--- config.mk ---
export PLATFORM = sky130hd
export DESIGN_NAME = noc_vc_buffer
export DESIGN_NICKNAME = d
export VERILOG_FILES = /design/src/rtl/noc_vc_buffer_pkg.sv /design/src/rtl/noc_sync_fifo.sv /design/src/rtl/noc_vc_buffer.sv
export SDC_FILE = /design/constraint.sdc
export NUM_CORES = 1
export LEC_CHECK = 0
export ABC_AREA = 1
export BUFFER_PORTS_ARGS = -buffer_cell sky130_fd_sc_hd__buf_2
export CORE_MARGIN = 4
export CORE_UTILIZATION = 50
export DETAILED_ROUTE_END_ITERATION = 6
export MAX_ROUTING_LAYER = met4
export PLACE_DENSITY_LB_ADDON = 0.25
export SKIP_CTS_REPAIR_TIMING = 1
export SYNTH_ARGS = -nofsm -noshare
export SYNTH_HDL_FRONTEND = slang
export SYNTH_HIERARCHICAL = 1
export SYNTH_SLANG_ARGS = --single-unit
--- constraint.sdc ---
create_clock -name noc_clk -period 2.5 [get_ports noc_clk]
set_input_delay 0.25 -clock noc_clk [delete_from_list [all_inputs] [get_ports noc_clk]]
set_output_delay 0.25 -clock noc_clk [all_outputs]
set_load 0.02 [all_outputs]
--- src/rtl/noc_vc_buffer_pkg.sv ---
// Shared NoC parameters, packet-state encoding and stored-entry layout for the VC input buffer.
package noc_vc_buffer_pkg;

    localparam int Noc_Data_Width = 32;
    localparam int Noc_VC_Channel = 4;
    localparam int Noc_VC_Depth   = 4;

    localparam logic [1:0] VCB_IDLE  = 2'd0;
    localparam logic [1:0] VCB_OPEN  = 2'd1;
    localparam logic [1:0] VCB_DRAIN = 2'd2;

    typedef enum logic [1:0] {
        VCB_ST_IDLE  = VCB_IDLE,
        VCB_ST_OPEN  = VCB_OPEN,
        VCB_ST_DRAIN = VCB_DRAIN
    } vcb_state_t;

    // Flag bits sit directly above the payload: entry = {is_tail, is_header, flit}.
    localparam int VCB_HDR_OFS  = 0;
    localparam int VCB_TAIL_OFS = 1;
    localparam int VCB_FLAG_W   = 2;

    function automatic int vcb_entry_width(input int data_width);
        return data_width + VCB_FLAG_W;
    endfunction

endpackage

--- src/rtl/noc_sync_fifo.sv ---
// First-word-fall-through synchronous FIFO: the head entry is read straight out of storage.
module noc_sync_fifo #(
    parameter  int WIDTH = 34,
    parameter  int DEPTH = 4,
    localparam int PTR_W = $clog2(DEPTH)
) (
    input  logic             noc_clk,
    input  logic             noc_rst,
    input  logic             push,
    input  logic             pop,
    input  logic [WIDTH-1:0] wdata,
    output logic [WIDTH-1:0] rdata,
    output logic             full,
    output logic             empty,
    output logic [PTR_W:0]   count
);

    localparam logic [PTR_W-1:0] PTR_ONE  = {{(PTR_W-1){1'b0}}, 1'b1};
    localparam logic [PTR_W:0]   CNT_ONE  = {{PTR_W{1'b0}}, 1'b1};
    localparam logic [PTR_W:0]   CNT_FULL = DEPTH[PTR_W:0];

    logic [WIDTH-1:0] mem [DEPTH];
    logic [PTR_W-1:0] wr_ptr;
    logic [PTR_W-1:0] rd_ptr;

    // Pointers wrap naturally because DEPTH is a power of two.
    always_ff @(posedge noc_clk or posedge noc_rst) begin
        if (noc_rst) begin
            wr_ptr <= '0;
            rd_ptr <= '0;
            count  <= '0;
        end else begin
            if (push) wr_ptr <= wr_ptr + PTR_ONE;
            if (pop)  rd_ptr <= rd_ptr + PTR_ONE;
            case ({push, pop})
                2'b10:   count <= count + CNT_ONE;
                2'b01:   count <= count - CNT_ONE;
                default: count <= count;
            endcase
        end
    end

    always_ff @(posedge noc_clk) begin
        if (push) mem[wr_ptr] <= wdata;
    end

    assign rdata = mem[rd_ptr];
    assign full  = (count == CNT_FULL);
    assign empty = (count == '0);

endmodule

--- src/rtl/noc_vc_buffer.sv ---
// Per-VC input buffer: FWFT flit storage plus wormhole packet tracking that drives VCready.
module noc_vc_buffer
    import noc_vc_buffer_pkg::*;
#(
    parameter  int DATA_WIDTH = Noc_Data_Width,
    parameter  int DEPTH      = Noc_VC_Depth,
    localparam int PTR_W      = $clog2(DEPTH)
) (
    input  logic                  noc_clk,
    input  logic                  noc_rst,
    input  logic                  Noc_in_valid,
    output logic                  Noc_in_ready,
    input  logic [DATA_WIDTH-1:0] Noc_in_flit,
    input  logic                  Noc_in_is_header,
    input  logic                  Noc_in_is_tail,
    output logic                  Noc_in_VCready,
    output logic                  Noc_out_valid,
    input  logic                  Noc_out_ready,
    output logic [DATA_WIDTH-1:0] Noc_out_flit,
    output logic                  Noc_out_is_header,
    output logic                  Noc_out_is_tail,
    output logic [PTR_W:0]        Noc_occupancy,
    output logic                  Noc_proto_err
);

    localparam int ENTRY_W = vcb_entry_width(DATA_WIDTH);

    // push = in_valid & in_ready, pop = out_valid & out_ready; both readies/valids
    // come from registered FIFO count only, so no combinational in-to-out path exists.
    logic               push;
    logic               pop;
    logic               fifo_full;
    logic               fifo_empty;
    logic [ENTRY_W-1:0] wr_entry;
    logic [ENTRY_W-1:0] rd_entry;
    vcb_state_t         state;

    assign push = Noc_in_valid & Noc_in_ready;
    assign pop  = Noc_out_valid & Noc_out_ready;

    assign wr_entry = {Noc_in_is_tail, Noc_in_is_header, Noc_in_flit};

    noc_sync_fifo #(
        .WIDTH (ENTRY_W),
        .DEPTH (DEPTH)
    ) u_fifo (
        .noc_clk (noc_clk),
        .noc_rst (noc_rst),
        .push    (push),
        .pop     (pop),
        .wdata   (wr_entry),
        .rdata   (rd_entry),
        .full    (fifo_full),
        .empty   (fifo_empty),
        .count   (Noc_occupancy)
    );

    assign Noc_in_ready      = ~fifo_full;
    assign Noc_out_valid     = ~fifo_empty;
    assign Noc_out_flit      = rd_entry[DATA_WIDTH-1:0];
    assign Noc_out_is_header = rd_entry[DATA_WIDTH + VCB_HDR_OFS];
    assign Noc_out_is_tail   = rd_entry[DATA_WIDTH + VCB_TAIL_OFS];

    // Malformed flits are still stored; they only raise the sticky error flag.
    always_ff @(posedge noc_clk or posedge noc_rst) begin
        if (noc_rst) begin
            state         <= VCB_ST_IDLE;
            Noc_proto_err <= 1'b0;
        end else if (push) begin
            case (state)
                VCB_ST_IDLE: begin
                    if (!Noc_in_is_header)   Noc_proto_err <= 1'b1;
                    else if (Noc_in_is_tail) state <= VCB_ST_DRAIN;
                    else                     state <= VCB_ST_OPEN;
                end
                VCB_ST_OPEN: begin
                    if (Noc_in_is_header) Noc_proto_err <= 1'b1;
                    if (Noc_in_is_tail)   state <= VCB_ST_DRAIN;
                end
                VCB_ST_DRAIN: Noc_proto_err <= 1'b1;
                default:      state <= VCB_ST_IDLE;
            endcase
        end else if (state == VCB_ST_DRAIN && fifo_empty) begin
            state <= VCB_ST_IDLE;
        end
    end

    assign Noc_in_VCready = (state == VCB_ST_IDLE) & fifo_empty;

endmodule
==> results.md <==
* Clk_lat worst skew at around 0.42 ns
* Hold Startpoint: Noc_in_flit[7]
* GR Util met2 at 28.4%
* Initial DRC count at 224
* Fin util at 62.2%
* Max Slew Vio Count at 0
* Mapped Area at between 6000 and 7000 sq um
* Hold Path End: u_fifo/mem[1][7]
* I/O pins at between 70 and 80
* Grt met1 use at 20.7%
* Cell Pwr Density at about 1300 nW/um^2
* Period Utilization, post-route at a little under nine tenths
* Leading cell type in the layout, fill and taps excluded: edfxtp_1
* Crit end category: primary output
* Vias in the first global route at roughly 3700
* Reg2reg start: u_fifo/count[0]
* Setup TNS at 0 ns
* Gate power share at between 30% and 40%
* Static Leak at approximately 3 nW
* CP max FO at 35
* Via density at approximately 5
* Routed wire length at approximately 11000 microns
* Rel. slew slack at around half
* Crit path arrival time at 1.88 ns
* Total core area at 11600 sq um
* Fraction of layout cells with a size suffix above 1 at between 20% and 30%
* Die Y at ~120 microns
* Worst-Margin Slew at 0.743 ns
* Register bit total from synthesis at roughly 150
* CTS Sinks at 146
* Total track usage at roughly 18%
* Post-synthesis compound-gate area fraction at between 8 and 9%
* Worst setup path class: reg2out
* Starting Density at between 50% and 60%
* Antenna viol nets, final at 0
* FP Rows at 39
* Worst Hold Slack at between 0.04 and 0.05 ns
* R2R setup slack at 0.46 ns
* Met3 GRT Util at under 10%
* Most frequent cells in the layout: edfxtp_1 (136), nand2_1 (121), inv_1 (85)
* Sequential power share at ~37%
* Cells after Synth at 489
* Peak Freq at 0.469 GHz
* Clock skew at around 0.0065 ns
* Synth Area in Simple Gates at under 10%
* Sw Share at 36.8%
* Die Wd at 118 microns
* HPWL Detailed at about 7000 microns
* Net Switching at ~0.0034 W
* Initial DRT Pass Iterations at 4
* Non-Filler Instances at between 700 and 800
* CP Launch Type: flop
* Syn nets at 533
* CTS Buffer Depth at 2
* Final hold viol count at 0
* Pint at ~0.0058 W
* Largest net degree at the start of global routing at 73
* Hold Path Depth at 1
* CTS tree: done
* Run status: completed
* Synthesized area per cell at 12.4 sq um
* Post-synthesis mux area share at 0%
* HP Class: in2reg
* # setup viols final at 0
* Peak supply drop at a little over 0.9 mV
* Total number of yosys warnings at 6
* CTS Buf Count at 17
* Initial antenna violation count at 1
* Final nets at a little over 600
* CTS Root Cell: clkbuf_16
* RSZ-0062 raised after global routing: no
* Area growth from synthesis to layout at 19.5%
* GRT Max-Usage Layer: met2
* R2r worst-path depth at 12
* Synth Area in XOR/XNOR at less than 1%
* Largest family of logic cells by synthesized area: simple AND/OR/NAND/NOR gates
* Critical Path RT at about 2.3 ns
* RePlAce Congestion at 0.798
* DR DRC count at 0
* Fin crit period at 2.13 ns
* # H-tree levels at 4
* Die area at ~14000 sq um
* Power share of the clock group at between 20% and 30%
* Maxcap violations at 0
* Port bufs at slightly below 80
* Clock transition at the registers of the reported paths at 0.06 ns
* Average routed wire per standard cell at about 15 microns
* Placed insts at 700
* Synth Area in Adders at between 1 and 1.5%
* Sequential area share after synthesis at 71.7%
* Netlist cell types at 23
* Vias at ~3700
* Total grt overflow at 0
* Setup WS post-layout at 0.370 ns
* Reg2reg end: u_fifo/count[2]
* First-pass GRT wire length at 18300 microns
* Pre-CTS WS at between 0.4 and 0.5 ns
==> registers in the layout, summed over array words and instances (netlist names) <==
name           count
u_fifo/wr_ptr      2
u_fifo/count       3
u_fifo/mem       136
u_fifo/rd_ptr      2
Noc_proto_err      1
state              2
==> logic make-up (layout without fill, tap and decap cells) <==
kind of cell	after synthesis	count (layout)
buffers and inverters	116	217
adder cells (fa/ha/maj)	6	6
other	0	2
XOR/XNOR	4	4
AND/OR/NAND/NOR	143	143
AO/OA/AOI/OAI	74	74
flip-flops	146	146
==> cell usage after synthesis (all sizes together) <==
library cell	instances	area (sq um)
clkbuf	2	7.51
nand3	8	45.0
ha	5	62.6
buf	21	123
xnor2	1	8.76
xor2	3	26.3
nor2	8	30.0
fa	1	20.0
edfxtp	136	4080
o21ai	3	15.0
o211ai	68	510
inv	93	349
nand2	123	467
nand4	1	6.26
o21bai	1	7.51
dfrtp	10	250
a21oi	2	10.0
nor3	3	20.0
==> power by group through the flow <==
stage                     Sequential, W  Combinational (W)  Clock, W
after floorplan                 0.00343            0.00229         0
after global placement          0.00346            0.00319         0
after detailed placement        0.00350            0.00325         0
after CTS                       0.00345            0.00327   0.00261
after global routing            0.00349            0.00356   0.00271
final                           0.00344            0.00321   0.00255
==> critical path, stage by stage (launching register included) <==
cell and delay, ns:
dfrtp_1 0.38, inv_2 0.55, o211ai_1 0.21, nand2_1 0.14
buf_2 0.17
==> routing by layer <==
layer / routed length [microns] / part of all wire, % / up-vias
met5: 0 / 0 / -
met4: 94 / 0.84 / 0
met3: 670 / 6.0 / 8
met2: 5680 / 51 / 87
met1: 4770 / 43 / 1798
li1: - / - / 1840
==> worst max path at each step <==
stage,startpoint,to,cells after the start
after floorplan,u_fifo/count[0],u_fifo/mem[0][0],7
after detailed placement,u_fifo/count[0],u_fifo/count[2],12
after global routing,u_fifo/count[0],u_fifo/count[2],12
after global placement,u_fifo/count[0],u_fifo/count[2],12
after CTS,u_fifo/rd_ptr[1],Noc_out_flit[16],4
final,u_fifo/rd_ptr[1],Noc_out_flit[16],4
==> per-stage QoR <==
step | total power, W | instance area (sq um)
after floorplan | 0.00572 | 6040
after global placement | 0.00665 | 6600
after detailed placement | 0.00675 | 6600
after CTS | 0.00932 | 7200
after global routing | 0.00976 | 7220
final | 0.00921 | 7220
==> cell type report <==
type	instances	area [sq um]
Clock inverter	15	183
Multi-Input combinational cell	227	1230
Clock buffer	17	425
Tap cell	143	179
Timing Repair Buffer	92	510
Antenna cell	2	5.00
Fill cell	918	4400
Sequential cell	146	4340
Inverter	93	349
No activity file was read; power rests on OpenSTA's default activity.
